==> src/rtl/piso_serializer.sv <==
// Parallel-in, serial-out transmitter with valid/ready load, frame-start marker and done pulse.
// Optional even-parity bit after the data bits when PISO_PARITY_EN is defined.
module piso_serializer #(
   parameter int WIDTH      = 4,
   parameter int BIT_CYCLES = 1,
   parameter bit MSB_FIRST  = 1'b1
) (
   input  logic             clk,
   input  logic             clr,
   input  logic [WIDTH-1:0] load_data,
   input  logic             load_valid,
   output logic             load_ready,
   output logic             sout,
   output logic             sout_valid,
   output logic             sout_first,
   output logic             busy,
   output logic             done
);

`ifdef PISO_PARITY_EN
   localparam int FRAME_BITS = WIDTH + 1;
   localparam logic [$clog2(WIDTH+1)-1:0] LAST_DATA = ($clog2(WIDTH+1))'(WIDTH - 1);
`else
   localparam int FRAME_BITS = WIDTH;
`endif
   localparam int BW = $clog2(WIDTH + 1);
   localparam int CW = (BIT_CYCLES > 1) ? $clog2(BIT_CYCLES) : 1;
   localparam logic [BW-1:0] LAST_BIT = BW'(FRAME_BITS - 1);
   localparam logic [CW-1:0] LAST_CYC = CW'(BIT_CYCLES - 1);

   typedef enum logic {IDLE, SHIFT} state_t;

   state_t           state;
   logic [WIDTH-1:0] shreg;
   logic [BW-1:0]    bit_cnt;
   logic [CW-1:0]    cyc_cnt;
`ifdef PISO_PARITY_EN
   logic             parity;
`endif

   // Handshake: a word moves on any rising edge where load_valid and load_ready are both 1.
   logic             bit_end;
   logic             frame_end;
   logic             accept;
   logic [WIDTH-1:0] shreg_next;
   logic             first_bit;
   logic             next_bit;

   always_comb begin
      bit_end    = (state == SHIFT) && (cyc_cnt == LAST_CYC);
      frame_end  = bit_end && (bit_cnt == LAST_BIT);
      load_ready = (state == IDLE) || frame_end;
      accept     = load_valid && load_ready;
      busy       = (state != IDLE);
      shreg_next = MSB_FIRST ? {shreg[WIDTH-2:0], 1'b0} : {1'b0, shreg[WIDTH-1:1]};
      first_bit  = MSB_FIRST ? load_data[WIDTH-1] : load_data[0];
      next_bit   = MSB_FIRST ? shreg_next[WIDTH-1] : shreg_next[0];
   end

   always_ff @(posedge clk) begin
      if (clr) begin
         state      <= IDLE;
         shreg      <= '0;
         bit_cnt    <= '0;
         cyc_cnt    <= '0;
         sout       <= 1'b0;
         sout_valid <= 1'b0;
         sout_first <= 1'b0;
         done       <= 1'b0;
`ifdef PISO_PARITY_EN
         parity     <= 1'b0;
`endif
      end else begin
         done <= 1'b0;
         if (accept) begin
            // Also taken at frame end, which chains frames with no idle gap.
            state      <= SHIFT;
            shreg      <= load_data;
            bit_cnt    <= '0;
            cyc_cnt    <= '0;
            sout       <= first_bit;
            sout_valid <= 1'b1;
            sout_first <= 1'b1;
            done       <= frame_end;
`ifdef PISO_PARITY_EN
            parity     <= ^load_data;
`endif
         end else if (frame_end) begin
            state      <= IDLE;
            shreg      <= '0;
            bit_cnt    <= '0;
            cyc_cnt    <= '0;
            sout       <= 1'b0;
            sout_valid <= 1'b0;
            sout_first <= 1'b0;
            done       <= 1'b1;
         end else if (bit_end) begin
            cyc_cnt    <= '0;
            bit_cnt    <= bit_cnt + 1'b1;
            shreg      <= shreg_next;
            sout_first <= 1'b0;
`ifdef PISO_PARITY_EN
            sout       <= (bit_cnt == LAST_DATA) ? parity : next_bit;
`else
            sout       <= next_bit;
`endif
         end else if (state == SHIFT) begin
            cyc_cnt <= cyc_cnt + 1'b1;
         end
      end
   end

endmodule

==> config.mk <==
export PLATFORM = sky130hd
export DESIGN_NAME = piso_serializer
export DESIGN_NICKNAME = d
export VERILOG_FILES = /design/src/rtl/piso_serializer.sv
export SDC_FILE = /design/constraint.sdc
export NUM_CORES = 1
export LEC_CHECK = 0
export BUFFER_PORTS_ARGS = -buffer_cell sky130_fd_sc_hd__buf_4
export CAP_MARGIN = 20
export CORE_AREA = 2 2 39 41
export DETAILED_ROUTE_END_ITERATION = 6
export DIE_AREA = 0 0 41 43
export PLACE_DENSITY = 0.64
export SLEW_MARGIN = 20
export SYNTH_ARGS = -nofsm -noshare
export SYNTH_HDL_FRONTEND = slang
export SYNTH_SLANG_ARGS = --single-unit
==> constraint.sdc <==
create_clock -name clk -period 1.8 [get_ports clk]
set_clock_uncertainty 0.2 [all_clocks]
set_input_delay 0.18 -clock clk [delete_from_list [all_inputs] [get_ports clk]]
set_output_delay 0.18 -clock clk [all_outputs]
set_load 0.01 [all_outputs]
==> flow_metrics.py, run 1 <==
metrics = {
    "outcome": {
        "result_of_the_run": "completed",
    },
    "timing": {
        "tightestPinTransition_ns": 0.289,
        "fmaxAchievable_mhz": 582,
        "report.final.hold_viol_count": 0,
        "worst_slew_margin_rel_pct": 80.4,
        "fin_crit_ns": 1.72,
        "worst_slack_ns": 0.0819,
        "layout_worst_path_cycle_share_pct": 95.5,
        "hold_slack_ns": 0.0212,
        "fin_setup_tns_ns": 0,
        "final-max-slew-violation-count": 0,
        "rsz0062_at_grt": "false",
        "final-setup-viol-count": 0,
    },
    "route": {
        "drt-total-wl_mm": 1.15,
        "drc": 0,
        "detail_route.wl_per_cell_um": 12.2,
        "ant_nets": 0,
        "drt_iter0_drc": 13,
        "route.detailed.vias_per_inst": 4.99,
        "drtPass1Iterations": 4,
        "num_vias": 469,
    },
    "final_layout": {
        "net_count_of_the_finished_layout": 88,
        "fillCellCount": 134,
        "antennaDiodeCount": 0,
        "drive_above_1_share_pct": 30.8,
        "stdcell_count": 94,
        "layout.cell_area.non_filler_um2": 727,
        "post-route-util_pct": 52.5,
        "area_growth_pct": 31.7,
    },
    "critical_path": {
        "critPathMostFrequentCell": "ha_1",
        "worst-path-buf-inv": 1,
        "critical_path_required_ns": 1.42,
        "timing.critical_path.slowest_cell_delay_ns": 0.32,
        "cp_capture_type": "output pin",
        "timing_worst_setup_path_type": "reg -> out",
        "timing.critical_path.slowest_stage_cell": "dfxtp_1",
        "critical_path.top_delay_family": "adder cells",
        "cp_max_fo": 4,
        "critical_path.cell_chain": "ha_1 -> ha_1 -> nand2b_1 -> nand2_1 -> buf_4",
        "path_length_in_cells_of_the_critical_path": 5,
        "worst_setup_path_start_kind": "flop",
        "r2r.worst_path.cells": 6,
        "arrival_ns": 1.34,
    },
    "min_path": {
        "worstHoldPathCells": 3,
        "hold_path_class": "in -> reg",
    },
    "place": {
        "dp_hpwl_um": 778,
        "placement.setup.worst_slack_ns": 0.187,
        "post_detailed_placement_cell_area_um2": 636,
        "placed_cells": 83,
        "globalplace.congestion": 0.769,
        "io_buffers": 12,
    },
    "clocking": {
        "sink_count": 11,
        "cts_made_buffers": 3,
        "cts.htree.levels": 1,
        "tritoncts": "yes",
        "cts-root-to-sink-buffers": 2,
        "clkLatencyLatePin_ns": 0.28,
        "clkSlewWorstSetupHoldPaths_ns": 0.07,
        "cts_resized": 0,
        "root_buffer": "clkbuf_4",
    },
    "global_routing": {
        "grt_antenna_before_repair": 0,
        "via_count_of_the_first_global_routing_pass": 446,
        "grt_overflow": 0,
        "grt_pass1_wl_mm": 1.85,
        "globalRouteTotalUtil_pct": 15.7,
        "largest_net_degree_at_the_start_of_global_routing": 10,
    },
    "logic_synthesis": {
        "yosys-top-cells-count": "11 x dfxtp_1, 5 x a21oi_1, 5 x nand2_1",
        "post_synth.cell_area_avg_um2": 9.68,
        "synth_area_um2": 552,
        "synth_sequential_area_ratio_pct": 39.9,
        "syn-instance-count": 57,
        "async_flop_share_pct": 0,
        "post_synth_num_cell_types": 26,
        "synth.net_count": 66,
        "most_used_flip_flop_cell_after_synthesis": "dfxtp_1",
        "post_synth_top_area_cell": "dfxtp_1",
        "synth_largest_type_area_fraction_pct": 39.9,
        "post-synth-top-count-cell": "dfxtp_1",
        "synth_enable_flop_cells": 0,
        "yosysWarnings": 0,
        "synth.top_cells.by_area": "dfxtp_1 40%, buf_6 6.1%, a21oi_1 4.5%",
        "ff_latch_count_synth": 11,
    },
    "pwr": {
        "p_leak_nw": 0.308,
        "design_power_total_uw": 534,
        "pwr_density_cell_nw_per_um2": 735,
        "worst_ir_drop_vdd_mv": 0.343,
    },
    "job": {
        "timing.max_cap.violations": 0,
    },
    "floorplanning": {
        "placeableCoreArea_um2": 1380,
        "fp.dieArea_um2": 1760,
        "num_rows": 14,
        "floorplan.io_pins": 13,
        "die_height_um": 43,
        "initial_core_util_pct": 39.9,
        "die-width_um": 41,
    },
}
-- logic make-up after synthesis --
family                     share of synthesized area (%)
muxes                                               2.04
xor gates and xnor gates                            1.59
AOI/OAI and AO/OA                                   17.9
DFF                                                 39.9
and+or+nand+nor                                     23.1
adders and majority gates                           4.53
buffers and inverters                               10.9
-- layer usage --
layer	wire length [µm]	global-route usage, %	vias up	share of wire (%)
met1	493	18.5	213	43
met5	0	0	-	0
met2	568	23.4	11	50
li1	-	-	243	-
met4	14	4.00	0	1.2
met3	71	9.42	2	6.2
-- report_power, final --
group / internal (mW) / leakage [nW] / switching [mW] / total, mW
logic: 0.0530 / 0.203 / 0.0408 / 0.0938
clock network: 0.0863 / 0.0150 / 0.0882 / 0.175
registers: 0.257 / 0.0902 / 0.00921 / 0.266
total: 0.396 / 0.308 / 0.138 / 0.534
-- cell usage in the layout, fill, tap and decap left out, types with 2 or more instances in the layout --
cell / Yosys / layout
nand2b_1: 2 / 2
a21oi_1: 5 / 5
a221o_1: 2 / 2
dfxtp_1: 11 / 11
nor2b_1: 2 / 2
ha_1: 2 / 2
nor2_1: 4 / 4
inv_1: 3 / 3
buf_4: 2 / 17
nor4b_1: 2 / 2
clkbuf_4: 0 / 3
dlygate4sd3_1: 0 / 5
nand2_1: 5 / 5
-- worst paths after layout --
| kind | start | end | slack [ns] |
|---|---|---|---|
| hold reg to reg | bit_cnt[1]$_SDFFE_PP0P_ | bit_cnt[1]$_SDFFE_PP0P_ | 0.27 |
| hold / removal | load_data[1] | shreg[1]$_SDFFE_PP0P_ | 0.02 |
| setup reg to reg | bit_cnt[0]$_SDFFE_PP0P_ | sout$_SDFFE_PP0P_ | 0.11 |
| setup / recovery | bit_cnt[0]$_SDFFE_PP0P_ | load_ready | 0.08 |
-- tightest hold or removal path, delay by kind of cell --
| family | cells | cell delay (ns) |
|---|---|---|
| buf+inv | 1 | 0.08 |
| compound gates | 2 | 0.21 |
-- timing repair --
| item | in CTS | in global routing |
|---|---|---|
| setup endpoints to repair | 0 | 1 |
| hold buffers | 5 | 0 |
| hold endpoints to repair | 6 | 0 |
| buffers inserted | 0 | 2 |
-- cell type report --
type                       count  area (µm²)  share of cell area [%]
sequential                    11         220                    30.3
tap                           16        20.0                    2.75
clock buffer                   4        26.3                    3.61
inverter                       3        11.3                    1.55
multi-input combinational     38         272                    37.3
timing repair buffer          22         178                    24.4
-- state kept, by name, summed over array words and instances (netlist names) --
name / cells
busy: 1
done: 1
cyc_cnt: 1
sout: 1
bit_cnt: 3
sout_first: 1
shreg: 3
(Power assumes the default switching activity.)
==> inputs of run 2 (changes only) <==
CTS_BUF_LIST = sky130_fd_sc_hd__clkbuf_8   (was default)
==> run 2 against run 1 <==
Cell count down 2.1%. Final area is 0.52% higher. Sequential power about the same. Count of clock-buffer cells in the layout down 1. Total power increased by 13%. Die area unchanged. Critical path type unchanged.
==> flow_metrics.py, run 2 (synthesis gave the netlist of run 1 again) <==
metrics = {
    "floorplanning": {
        "die_height_um": 43,
        "num_rows": 14,
        "fp.dieArea_um2": 1760,
        "die-width_um": 41,
        "placeableCoreArea_um2": 1380,
        "initial_core_util_pct": 39.9,
        "floorplan.io_pins": 13,
    },
    "route": {
        "detail_route.wl_per_cell_um": 12.2,
        "ant_nets": 0,
        "drt-total-wl_mm": 1.12,
        "drc": 0,
        "route.detailed.vias_per_inst": 5.11,
        "drt_iter0_drc": 9,
        "num_vias": 470,
        "drtPass1Iterations": 4,
    },
    "critical_path": {
        "cp_max_fo": 4,
        "cp_capture_type": "output pin",
        "timing_worst_setup_path_type": "reg -> out",
        "timing.critical_path.from": "bit_cnt[0]$_SDFFE_PP0P_",
        "arrival_ns": 1.32,
        "reg2reg_slack_ns": 0.18,
        "worst_setup_path_start_kind": "flop",
        "rr_startpoint": "bit_cnt[0]$_SDFFE_PP0P_",
        "critical_path_required_ns": 1.42,
    },
    "timing": {
        "layout_worst_path_cycle_share_pct": 94.6,
        "tightestPinTransition_ns": 0.356,
        "final-max-slew-violation-count": 0,
        "fin_crit_ns": 1.70,
        "worst_slew_margin_rel_pct": 75.9,
        "fin_setup_tns_ns": 0,
        "fmaxAchievable_mhz": 587,
        "report.final.hold_viol_count": 0,
        "final-setup-viol-count": 0,
        "rsz0062_at_grt": "false",
    },
    "place": {
        "placed_cells": 83,
        "io_buffers": 12,
        "globalplace.congestion": 0.769,
        "post_detailed_placement_cell_area_um2": 636,
        "dp_hpwl_um": 778,
    },
    "clocking": {
        "sink_count": 11,
        "cts-root-to-sink-buffers": 2,
        "cts.htree.levels": 1,
        "clkSlewWorstSetupHoldPaths_ns": 0.05,
        "clkLatencyLatePin_ns": 0.24,
        "root_buffer": "clkbuf_8",
        "tritoncts": "yes",
        "cts_made_buffers": 3,
        "cts_resized": 0,
    },
    "min_path": {
        "hold_path_class": "in -> reg",
        "hold_wc_startpoint": "load_data[1]",
    },
    "final_layout": {
        "largestRegisters": "bit_cnt (3), shreg (3)",
        "stdcell_count": 92,
        "antennaDiodeCount": 0,
        "area_growth_pct": 32.4,
        "layout.cell_area.non_filler_um2": 731,
        "drive_above_1_share_pct": 28.9,
        "net_count_of_the_finished_layout": 86,
        "post-route-util_pct": 52.8,
        "mostFrequentLayoutCell": "buf_4",
        "most_used_cells_in_the_layout_excluding_fill_and_tap_cells": "15 x buf_4, 11 x dfxtp_1, 5 x nand2_1, 5 x a21oi_1, 5 x dlygate4sd3_1",
    },
    "global_routing": {
        "via_count_of_the_first_global_routing_pass": 454,
        "grt_antenna_before_repair": 0,
        "largest_net_degree_at_the_start_of_global_routing": 10,
        "grt_overflow": 0,
        "grt_pass1_wl_mm": 1.91,
        "globalRouteTotalUtil_pct": 16.4,
    },
    "job": {
        "timing.max_cap.violations": 0,
    },
    "pwr": {
        "internal_power_uw": 460,
        "worst_ir_drop_vdd_mv": 0.432,
        "combPwrFrac_pct": 15.4,
        "power_frac_clock_pct": 40.6,
        "pwr_density_cell_nw_per_um2": 829,
        "netSwitchingFraction_pct": 24.1,
        "switching_power_uw": 146,
        "seq_power_share_pct": 44.0,
        "p_leak_nw": 0.312,
    },
    "outcome": {
        "result_of_the_run": "completed",
    },
}
## run 2: routing by layer
metal	wire, µm	share of wire (%)	global-route usage, %	vias up
li1	-	-	-	240
met1	485	43	19.2	213
met2	549	49	25.0	15
met3	77	6.9	7.85	2
met4	8	0.71	6.00	0
met5	0	0	0	-
## run 2: worst paths after layout
check	end	cells after the start
worst max-delay path	load_ready	5
worst min-delay path	shreg[1]$_SDFFE_PP0P_	3
worst max register to register	bit_cnt[2]$_SDFFE_PP0P_	4
worst min register to register	bit_cnt[1]$_SDFFE_PP0P_	2
## run 2: what timing repair did
item                                   CTS  global route
setup buffers                            0             0
hold buffers                             5             0
endpoints found under the hold margin    6             0
## run 2: metrics by stage
| stage | power, mW | hold WS [ns] | setup WS [ns] |
|---|---|---|---|
| floorplan | 0.331 | 0.106 | 0.214 |
| global placement | 0.356 | 0.202 | 0.216 |
| detailed placement | 0.357 | 0.196 | 0.187 |
| CTS | 0.612 | 0.0508 | 0.0846 |
| global route | 0.636 | 0.0866 | 0.0258 |
| finish | 0.606 | 0.0468 | 0.0965 |
## run 2: final cells by class
class	instances	area, µm²
Multi-Input combinational cell	38	272
Inverter	3	11.3
Fill cell	130	653
Sequential cell	11	220
Timing Repair Buffer	20	163
Clock inverter	1	3.75
Tap cell	16	20.0
Clock buffer	3	41.3
## run 2: power by group through the flow
stage | logic, mW | registers, mW | clock network (mW)
after floorplan | 0.0604 | 0.271 | 0
after global placement | 0.0844 | 0.271 | 0
after detailed placement | 0.0851 | 0.271 | 0
after CTS | 0.0940 | 0.267 | 0.251
after global routing | 0.102 | 0.268 | 0.266
final | 0.0933 | 0.267 | 0.246
## run 2: critical path, stage by stage (launching register included)
cell and delay, ns:
dfxtp_1 0.32, ha_1 0.20, ha_1 0.22, nand2b_1 0.13, nand2_1 0.07, buf_4 0.14
